## config.mk

```make
export PLATFORM = sky130hd
export DESIGN_NAME = dist_frame_accum_flat
export DESIGN_NICKNAME = d
export VERILOG_FILES = /design/src/rtl/dist_pkg.sv /design/src/rtl/dist_frame_accum_if.sv /design/src/rtl/dist_sat_add.sv /design/src/rtl/dist_frame_accum.sv /design/src/flat_wrapper.sv
export SDC_FILE = /design/constraint.sdc
export NUM_CORES = 1
export LEC_CHECK = 0
export BUFFER_PORTS_ARGS = -buffer_cell sky130_fd_sc_hd__buf_2
export CELL_PAD_IN_SITES_DETAIL_PLACEMENT = 0
export CELL_PAD_IN_SITES_GLOBAL_PLACEMENT = 1
export CORE_MARGIN = 3
export CORE_UTILIZATION = 37
export DETAILED_ROUTE_END_ITERATION = 16
export GPL_TIMING_DRIVEN = 1
export PLACE_DENSITY = 0.84
export SKIP_CTS_REPAIR_TIMING = 1
export SYNTH_ARGS = -nofsm -noshare
export SYNTH_HDL_FRONTEND = slang
export SYNTH_SLANG_ARGS = --single-unit
```

## constraint.sdc

```tcl
create_clock -name clk -period 1.9 [get_ports clk]
set_clock_uncertainty 0.05 [all_clocks]
set_input_delay 0.095 -clock clk [delete_from_list [all_inputs] [get_ports clk]]
set_output_delay 0.095 -clock clk [all_outputs]
set_load 0.01 [all_outputs]
```

## src/rtl/dist_pkg.sv

```systemverilog
// Shared types and constants for the distance-frame accumulator.
// The frame result struct is sized by the default CNT_W/SUM_W constants.
package dist_pkg;

  localparam int DIST_W    = 5;
  localparam logic [DIST_W-1:0] DIST_MAX = 5'h1F;
  localparam int CNT_W_DEF = 7;
  localparam int SUM_W_DEF = 11;

  typedef enum logic [0:0] {
    ACC  = 1'b0,
    DONE = 1'b1
  } dist_acc_state_e;

  typedef struct packed {
    logic [SUM_W_DEF-1:0] sum;
    logic [DIST_W-1:0]    min;
    logic [DIST_W-1:0]    max;
    logic [CNT_W_DEF-1:0] count;
    logic                 forced;
  } dist_frame_res_t;

  function automatic logic [DIST_W-1:0] dist_min(input logic [DIST_W-1:0] a,
                                                 input logic [DIST_W-1:0] b);
    return (a < b) ? a : b;
  endfunction

  function automatic logic [DIST_W-1:0] dist_max(input logic [DIST_W-1:0] a,
                                                 input logic [DIST_W-1:0] b);
    return (a > b) ? a : b;
  endfunction

endpackage

```

## src/rtl/dist_frame_accum_if.sv

```systemverilog
// Sample-in / frame-result-out handshake bundle for dist_frame_accum.
// DIST_FRAME_ACCUM_THRESH_EN adds the thresh input and out_hits output.
interface dist_frame_accum_if #(
  parameter int CNT_W = 7,
  parameter int SUM_W = 11
) ();
  import dist_pkg::*;

  logic              in_valid;
  logic              in_ready;
  logic [DIST_W-1:0] in_dist;
  logic              in_last;
  logic              out_valid;
  logic              out_ready;
  logic [SUM_W-1:0]  out_sum;
  logic [DIST_W-1:0] out_min;
  logic [DIST_W-1:0] out_max;
  logic [CNT_W-1:0]  out_count;
  logic              out_forced;
`ifdef DIST_FRAME_ACCUM_THRESH_EN
  logic [DIST_W-1:0] thresh;
  logic [CNT_W-1:0]  out_hits;
`endif

  modport slave (
    input  in_valid, in_dist, in_last, out_ready,
`ifdef DIST_FRAME_ACCUM_THRESH_EN
    input  thresh,
    output out_hits,
`endif
    output in_ready, out_valid, out_sum, out_min, out_max, out_count, out_forced
  );

  modport master (
    output in_valid, in_dist, in_last, out_ready,
`ifdef DIST_FRAME_ACCUM_THRESH_EN
    output thresh,
    input  out_hits,
`endif
    input  in_ready, out_valid, out_sum, out_min, out_max, out_count, out_forced
  );

endinterface

```

## src/rtl/dist_sat_add.sv

```systemverilog
// SUM_W-bit accumulator plus DIST_W-bit addend, clamped to all-ones on overflow.
// Assumes SUM_W >= DIST_W.
module dist_sat_add
  import dist_pkg::*;
#(
  parameter int SUM_W = 11
) (
  input  logic [SUM_W-1:0]  acc_i,
  input  logic [DIST_W-1:0] addend_i,
  output logic [SUM_W-1:0]  sum_o
);

  logic [SUM_W:0] wide_s;

  // One extra carry bit exposes the overflow to the clamp.
  always_comb begin
    wide_s = {1'b0, acc_i} + {{(SUM_W + 1 - DIST_W){1'b0}}, addend_i};
    if (wide_s[SUM_W]) begin
      sum_o = {SUM_W{1'b1}};
    end else begin
      sum_o = wide_s[SUM_W-1:0];
    end
  end

endmodule

```

## src/rtl/dist_frame_accum.sv

```systemverilog
// Groups distance samples into frames and reports sum/min/max/count per frame.
// Optional hit counter under DIST_FRAME_ACCUM_THRESH_EN.
module dist_frame_accum
  import dist_pkg::*;
#(
  parameter int MAX_FRAME = 64,
  parameter int CNT_W     = 7,
  parameter int SUM_W     = 11
) (
  input  logic               clk,
  input  logic               rst_n,
  dist_frame_accum_if.slave  bus
);

  dist_acc_state_e   state_q, state_d;
  logic [SUM_W-1:0]  sum_q, sum_d, sat_sum_s;
  logic [DIST_W-1:0] min_q, min_d, max_q, max_d;
  logic [CNT_W-1:0]  count_q, count_d, count_inc_s;
  logic              forced_q, forced_d;
  logic              in_ready_s, out_valid_s, accept_s, close_max_s;
`ifdef DIST_FRAME_ACCUM_THRESH_EN
  logic [CNT_W-1:0]  hits_q, hits_d;
  logic              hit_s;
  assign hit_s = (bus.in_dist >= bus.thresh);
`endif

  assign accept_s    = bus.in_valid & in_ready_s;
  assign count_inc_s = count_q + {{(CNT_W-1){1'b0}}, 1'b1};
  assign close_max_s = (count_inc_s == CNT_W'(MAX_FRAME));

  dist_sat_add #(.SUM_W(SUM_W)) u_sat_add (
    .acc_i    (sum_q),
    .addend_i (bus.in_dist),
    .sum_o    (sat_sum_s)
  );

  // State register.
  always_ff @(posedge clk or negedge rst_n) begin
    if (!rst_n) begin
      state_q <= ACC;
    end else begin
      state_q <= state_d;
    end
  end

  // Next-state: close on in_last or on reaching MAX_FRAME; release on out_ready.
  always_comb begin
    state_d = state_q;
    case (state_q)
      ACC: begin
        if (accept_s && (bus.in_last || close_max_s)) state_d = DONE;
        else                                          state_d = ACC;
      end
      DONE: begin
        if (bus.out_ready) state_d = ACC;
        else               state_d = DONE;
      end
      default: state_d = ACC;
    endcase
  end

  // Handshake outputs decoded from the registered state.
  always_comb begin
    in_ready_s  = 1'b0;
    out_valid_s = 1'b0;
    case (state_q)
      ACC:     in_ready_s  = 1'b1;
      DONE:    out_valid_s = 1'b1;
      default: begin
        in_ready_s  = 1'b0;
        out_valid_s = 1'b0;
      end
    endcase
  end

  // Accumulator next values: fold in accepted beats, clear when the result is taken.
  always_comb begin
    sum_d    = sum_q;
    min_d    = min_q;
    max_d    = max_q;
    count_d  = count_q;
    forced_d = forced_q;
`ifdef DIST_FRAME_ACCUM_THRESH_EN
    hits_d   = hits_q;
`endif
    case (state_q)
      ACC: begin
        if (accept_s) begin
          sum_d    = sat_sum_s;
          count_d  = count_inc_s;
          min_d    = (count_q == '0) ? bus.in_dist : dist_min(min_q, bus.in_dist);
          max_d    = (count_q == '0) ? bus.in_dist : dist_max(max_q, bus.in_dist);
          forced_d = ~bus.in_last & close_max_s;
`ifdef DIST_FRAME_ACCUM_THRESH_EN
          hits_d   = hits_q + {{(CNT_W-1){1'b0}}, hit_s};
`endif
        end else begin
          sum_d = sum_q;
        end
      end
      DONE: begin
        if (bus.out_ready) begin
          sum_d    = '0;
          min_d    = DIST_MAX;
          max_d    = '0;
          count_d  = '0;
          forced_d = 1'b0;
`ifdef DIST_FRAME_ACCUM_THRESH_EN
          hits_d   = '0;
`endif
        end else begin
          sum_d = sum_q;
        end
      end
      default: begin
        sum_d    = '0;
        min_d    = DIST_MAX;
        max_d    = '0;
        count_d  = '0;
        forced_d = 1'b0;
`ifdef DIST_FRAME_ACCUM_THRESH_EN
        hits_d   = '0;
`endif
      end
    endcase
  end

  // Accumulator registers; these drive the result outputs directly.
  always_ff @(posedge clk or negedge rst_n) begin
    if (!rst_n) begin
      sum_q    <= '0;
      min_q    <= DIST_MAX;
      max_q    <= '0;
      count_q  <= '0;
      forced_q <= 1'b0;
`ifdef DIST_FRAME_ACCUM_THRESH_EN
      hits_q   <= '0;
`endif
    end else begin
      sum_q    <= sum_d;
      min_q    <= min_d;
      max_q    <= max_d;
      count_q  <= count_d;
      forced_q <= forced_d;
`ifdef DIST_FRAME_ACCUM_THRESH_EN
      hits_q   <= hits_d;
`endif
    end
  end

  assign bus.in_ready   = in_ready_s;
  assign bus.out_valid  = out_valid_s;
  assign bus.out_sum    = sum_q;
  assign bus.out_min    = min_q;
  assign bus.out_max    = max_q;
  assign bus.out_count  = count_q;
  assign bus.out_forced = forced_q;
`ifdef DIST_FRAME_ACCUM_THRESH_EN
  assign bus.out_hits   = hits_q;
`endif

endmodule

```

## src/flat_wrapper.sv

```systemverilog
// flat-port wrapper written by rule: the top's interface ports become plain ports
module dist_frame_accum_flat import dist_pkg::*;
#(
  parameter int MAX_FRAME = 64,
  parameter int CNT_W     = 7,
  parameter int SUM_W     = 11
)
  (clk, rst_n, bus_in_valid, bus_in_dist, bus_in_last, bus_out_ready, bus_in_ready, bus_out_valid, bus_out_sum, bus_out_min, bus_out_max, bus_out_count, bus_out_forced);
  dist_frame_accum_if #(.CNT_W(CNT_W), .SUM_W(SUM_W)) bus_i ();
  input  logic clk;
  input  logic rst_n;
  input wire logic [$bits(bus_i.in_valid)-1:0] bus_in_valid;
  input wire logic [$bits(bus_i.in_dist)-1:0] bus_in_dist;
  input wire logic [$bits(bus_i.in_last)-1:0] bus_in_last;
  input wire logic [$bits(bus_i.out_ready)-1:0] bus_out_ready;
  output wire logic [$bits(bus_i.in_ready)-1:0] bus_in_ready;
  output wire logic [$bits(bus_i.out_valid)-1:0] bus_out_valid;
  output wire logic [$bits(bus_i.out_sum)-1:0] bus_out_sum;
  output wire logic [$bits(bus_i.out_min)-1:0] bus_out_min;
  output wire logic [$bits(bus_i.out_max)-1:0] bus_out_max;
  output wire logic [$bits(bus_i.out_count)-1:0] bus_out_count;
  output wire logic [$bits(bus_i.out_forced)-1:0] bus_out_forced;
  assign bus_i.in_valid = bus_in_valid;
  assign bus_i.in_dist = bus_in_dist;
  assign bus_i.in_last = bus_in_last;
  assign bus_i.out_ready = bus_out_ready;
  assign bus_in_ready = bus_i.in_ready;
  assign bus_out_valid = bus_i.out_valid;
  assign bus_out_sum = bus_i.out_sum;
  assign bus_out_min = bus_i.out_min;
  assign bus_out_max = bus_i.out_max;
  assign bus_out_count = bus_i.out_count;
  assign bus_out_forced = bus_i.out_forced;
  dist_frame_accum #(.MAX_FRAME(MAX_FRAME), .CNT_W(CNT_W), .SUM_W(SUM_W)) u_core (.clk(clk), .rst_n(rst_n), .bus(bus_i));
endmodule
```

## Word level (Yosys, flattened, before mapping)

Cells that the tools add are included.

| storage, ports and cells | value |
|---|---|
| register bits after elaboration | 30 |
| output and inout bits | 31 |
| input port bits | 10 |

| cells by class | value |
|---|---|
| eq/ne operators | 5 |
| bitwise operators | 4 |
| reduce and logical (&&, ||, !) cells | 6 |
| $lt $le $gt $ge | 2 |
| muxes and demuxes | 25 |
| $add $sub $neg | 2 |

Operators with widths:

| cell | count |
|---|---|
| 2-to-1 mux 5 bit | 8 |
| 2-to-1 mux 11 bit | 3 |
| case mux 11 bit (2 select lines) | 1 |
| case mux 5 bit (2 select lines) | 2 |
| 2-to-1 mux 7 bit | 2 |
| case mux 7 bit (2 select lines) | 1 |
| adder 11 x 5 -> 12 bit | 1 |
| adder 7 x 1 -> 7 bit (second input constant) | 1 |
| equality test 7 bit (second input constant) | 1 |
| zero test 7 bit | 1 |
| 2-to-1 mux 1 bit | 6 |
| != test 3 x 2 -> 1 bit (second input constant) | 2 |
| AND reduction 3 bit | 2 |
| > comparator 5 bit | 1 |
| < comparator 5 bit | 1 |
| case mux 1 bit (2 select lines) | 2 |
| bitwise AND 1 bit | 2 |
| != test 2 x 1 -> 1 bit (second input constant) | 1 |
| != test 2 bit (second input constant) | 1 |
| NOT 1 bit | 2 |
| AND reduction 2 bit | 1 |
| logical AND 1 bit | 1 |
| logical OR 1 bit | 1 |

## Logic depth before layout (Yosys ltp)

| logic depth | value |
|---|---|
| depth after elaboration | 6 |
| gate-level depth with buffers | 8 |
| depth with buffers taken out | 8 |

## By module

A second synthesis with hierarchy kept.

| second synthesis, totals | value |
|---|---|
| cells, all modules | 203 |
| area, all modules | 1966.9 um^2 |

By module, submodules not included:

| module | sequential area each (um^2) | cells each | area an instance (um^2) | times used |
|---|---|---|---|---|
| dist_frame_accum | 757.0 | 151 | 1599.0 | 1 |
| dist_sat_add | 0.0 | 52 | 367.9 | 1 |

## Worst setup path after synthesis

Ideal clock, no wire load.

| timing | value |
|---|---|
| path type | register to register |
| start point | register u_core.sum_q[0] (netlist: u_core.bus.out_sum[0]) |
| end point | register u_core.sum_q[8] (netlist: u_core.bus.out_sum[8]) |
| arrival time | 1.827 ns |
| setup slack | -0.071 ns |
| path buffers | 0 |
| library setup time | 0.094 ns |
| clock period less this slack | 1.971 ns |
| data required time | 1.756 ns |
| stages on the path, launching flop included | 9 |
| path through | dfrtp_1 ha_1 inv_1 fa_1 nand2b_1 a21oi_1 o21ai_0 o21ba_2 a211oi_1 |

| between the ends | value |
|---|---|
| longest elaborated chain between the ends | 4 |

RTL lines:

| item | RTL line | text |
|---|---|---|
| from (decl) | dist_frame_accum.sv:16 | `logic [SUM_W-1:0] sum_q, sum_d, sat_sum_s;` |
| from (signal assigned) | dist_frame_accum.sv:140 | `sum_q <= sum_d;` |
| adder 11 x 5 -> 12 bit | dist_sat_add.sv:17 | `wide_s = {1'b0, acc_i} + {{(SUM_W + 1 - DIST_W){1'b0}}, addend_i};` |
| 2-to-1 mux 11 bit | dist_sat_add.sv:18 | `if (wide_s[SUM_W]) begin` |
| 2-to-1 mux 11 bit | dist_frame_accum.sv:88 | `if (accept_s) begin` |
| case mux 11 bit (2 select lines) | dist_frame_accum.sv:86 | `case (state_q)` |

No other way between the ends. The select of a mux whose other input is x is not followed.
A chain may end at the register's enable or synchronous reset.

## Worst setup path after layout

Ends and elaborated chain as after synthesis.

==> impl_metrics.env <==
export IMPL_die_w_um=78.4
export IMPL_worstHoldPathCells=2
export IMPL_ff2ff_path_depth=8
export IMPL_setup_violations=0
export IMPL_drc=0
export IMPL_final_max_slew_viol_count=0
export IMPL_max_slew_worst_pin_slew_ns=0.711
export IMPL_finalCriticalPeriod_ns=1.87
export IMPL_mostFrequentLayoutCells="40 x buf_2, 29 x nand2_1, 25 x dfrtp_1, 15 x nor2_1, 14 x ha_1"
export IMPL_insertedDiodeCount=0
export IMPL_seq_power_share_pct=33.3
export IMPL_min_period_over_period_pct=98.3
export IMPL_crit_type="register to register"
export IMPL_p_total_w=0.00328
export IMPL_ys_seq_area_share_pct=39.0
export IMPL_p_leak_nw=1.19
export IMPL_required_ns=2.05
export IMPL_cap_violations=0
export IMPL_synth_async_reset_ratio_pct=100
export IMPL_end_kind="register"
export IMPL_syn_to_final_growth_pct=28.1
export IMPL_place_area_um2=2310
export IMPL_ys_warn_count=0
export IMPL_reg2reg_from="u_core.bus.out_sum[0]"
export IMPL_p_clk_share_pct=16.6
export IMPL_htreeDepth=2
export IMPL_syn_cell_area_um2=1940
export IMPL_rsz0062_at_grt="true"
export IMPL_cp_top_family="compound AO/OA/AOI/OAI gates"
export IMPL_dp_hpwl_mm=3.64
export IMPL_viasPerCell=5.22
export IMPL_io_pins=41
export IMPL_synth_top_area_share_pct=32.3
export IMPL_syn_area_per_cell_um2=9.41
export IMPL_synth_seq_cells=30
export IMPL_grt_max_degree=31
export IMPL_crit_fanout=3
export IMPL_synth_edf_count=0
export IMPL_power_switching_w=0.00134
export IMPL_slowest_stage="dfrtp_1"
export IMPL_crit_start="u_core.bus.out_sum[0]"
export IMPL_cellPowerDensity_nw_per_um2=1320
export IMPL_root_buffer="clkbuf_8"
export IMPL_routed_wirelength_mm=4.99
export IMPL_switching_share_pct=41.0
export IMPL_grt_pass1_vias=1658
export IMPL_final_nets=290
export IMPL_fillCellCount=482
export IMPL_gp_congestion=0.809
export IMPL_final_hold_viol_count=0
export IMPL_worstSetupPathDepth=8
export IMPL_grt_util_all_layers_pct=16.5
export IMPL_power_share_combinational_pct=50.1
export IMPL_multi_input_area_um2=1200
export IMPL_min_from="bus_out_ready"
export IMPL_fmax_ghz=0.535
export IMPL_ys_types=47
export IMPL_crit_chain="ha_2, inv_1, fa_2, nand2b_4, a21oi_4, o21ai_1, o21ba_2, a211oi_2"
export IMPL_clockBufferDepth=2
export IMPL_dieArea_um2=6150
export IMPL_vias=1728
export IMPL_synthTopCellsByArea="dfrtp_1 32%, ha_1 10%, dfstp_2 6.8%, nand2_1 5.8%, o21ai_0 3.4%"
export IMPL_initial_core_util_pct=39.7
export IMPL_die_height_um=78.4
export IMPL_path_clk_slew_ns=0.07
export IMPL_port_buffers=40
export IMPL_p_int_w=0.00193
export IMPL_peakVddDrop_mv=0.506
export IMPL_synth_area_leader_cell="dfrtp_1"
export IMPL_post_drt_wl_per_cell_um=15.1
export IMPL_cts_buffers=5
export IMPL_core_um2=4880
export IMPL_dr_pass1_iters=4
export IMPL_grt_ovfl_total=0
export IMPL_postSynthCellCount=206
export IMPL_slew_headroom_pct=52.6
export IMPL_layout_commonest_cell="buf_2"
export IMPL_worstSkewPairLatency_ns=0.28
export IMPL_synth_main_ff_cell="dfrtp_1"
export IMPL_hold_path_class="input pin to register"
export IMPL_ant_nets=0
export IMPL_antenna_found_initial=0
export IMPL_cts_sinks=30
export IMPL_drive_gt1_share_pct=34.1
export IMPL_crit_arrival_ns=2.02
export IMPL_grt_pass1_wl_mm=8.01
export IMPL_slowest_delay_ns=0.35
export IMPL_stdcell_area_um2=2480
export IMPL_start_kind="register"
export IMPL_status="finished clean"
export IMPL_syn_nets=233
export IMPL_path_buf_inv=1
export IMPL_drt_iter0_drc=158
export IMPL_utilization_pct=50.9
export IMPL_cts_tree="built"
export IMPL_regArea_um2=757
export IMPL_num_rows=25
[flip-flops by register name, summed over array words and instances, names as in the netlist]
name                   flops
u_core.bus.out_count       7
u_core.bus.out_max         5
u_core.bus.out_min         5
u_core.bus.out_sum        11
u_core.state_q             1
u_core.bus.out_forced      1
[cells by family after synthesis]
group | count (synthesis) | synth area share [%]
AND/OR/NAND/NOR | 79 | 20.1
AO/OA/AOI/OAI | 56 | 21.7
flip-flops | 30 | 39.0
adder cells (fa/ha/maj) | 17 | 11.4
buffers and inverters | 15 | 3.16
multiplexers | 6 | 3.35
XOR/XNOR | 3 | 1.36
[synth_stat cells (2+ instances only)]
cell	instances
buf_2	4
inv_1	11
o211ai_1	2
ha_1	16
nand2_1	30
nand2b_1	3
o21ai_0	13
dfstp_2	5
o21ba_2	2
nand4_1	5
nor2b_1	2
dfrtp_1	25
a21o_1	2
and3_1	3
nor2_1	16
or2_1	2
a21oi_2	3
nand3_1	5
mux2i_1	5
a211oi_1	2
a31oi_1	4
o221a_1	5
xor2_1	2
nor3_1	6
a21oi_1	11
[through the flow]
step	setup TNS [ns]	cells	hold slack [ns]	setup WS (ns)
3_3_place_gp	0	321	0.140	0.0484
4_1_cts	-0.00454	329	-0.176	-0.00308
5_1_grt	-0.147	331	0.0397	-0.0736
6_report	0	331	0.0255	0.0319
2_1_floorplan	0	206	-0.251	0.0179
3_5_place_dp	-0.0125	321	0.137	-0.0125
[power groups by stage]
| stage | registers, W | clock network (W) | logic, W |
|---|---|---|---|
| final | 0.00109 | 0.000543 | 0.00164 |
| after global routing | 0.00112 | 0.000583 | 0.00181 |
| after CTS | 0.00109 | 0.000556 | 0.00158 |
| after detailed placement | 0.00110 | 0 | 0.00158 |
| after global placement | 0.00109 | 0 | 0.00155 |
| after floorplan | 0.00117 | 0 | 0.000963 |
[area by class of cell]
type	count	area share (%)
clock inverters	1	0.202
multi-input cells	161	48.2
clock buffers	7	3.48
inverters	11	1.66
well taps	67	3.38
repair buffers	54	12.6
flip-flops and latches	30	30.5
[path summary, 6_finish.rpt]
| path | endpoint | slack (ns) |
|---|---|---|
| worst max-delay path | u_core.bus.out_sum[8] | 0.03 |
| worst min-delay path | u_core.state_q | 0.03 |
| worst max register to register | u_core.bus.out_sum[8] | 0.03 |
| worst min register to register | u_core.bus.out_forced | 0.44 |
| max in group asynchronous | u_core.bus.out_forced | 0.99 |
| min in group asynchronous | u_core.bus.out_count[0] | 0.35 |
[per-layer routing]
metal,GRT usage [%],part of all wire [%],up-vias
met5,0,0,-
met4,6.82,1.4,0
met3,3.78,4.3,7
met2,25.8,46,33
met1,22.1,48,834
li1,-,-,854
(Power assumes the default switching activity.)
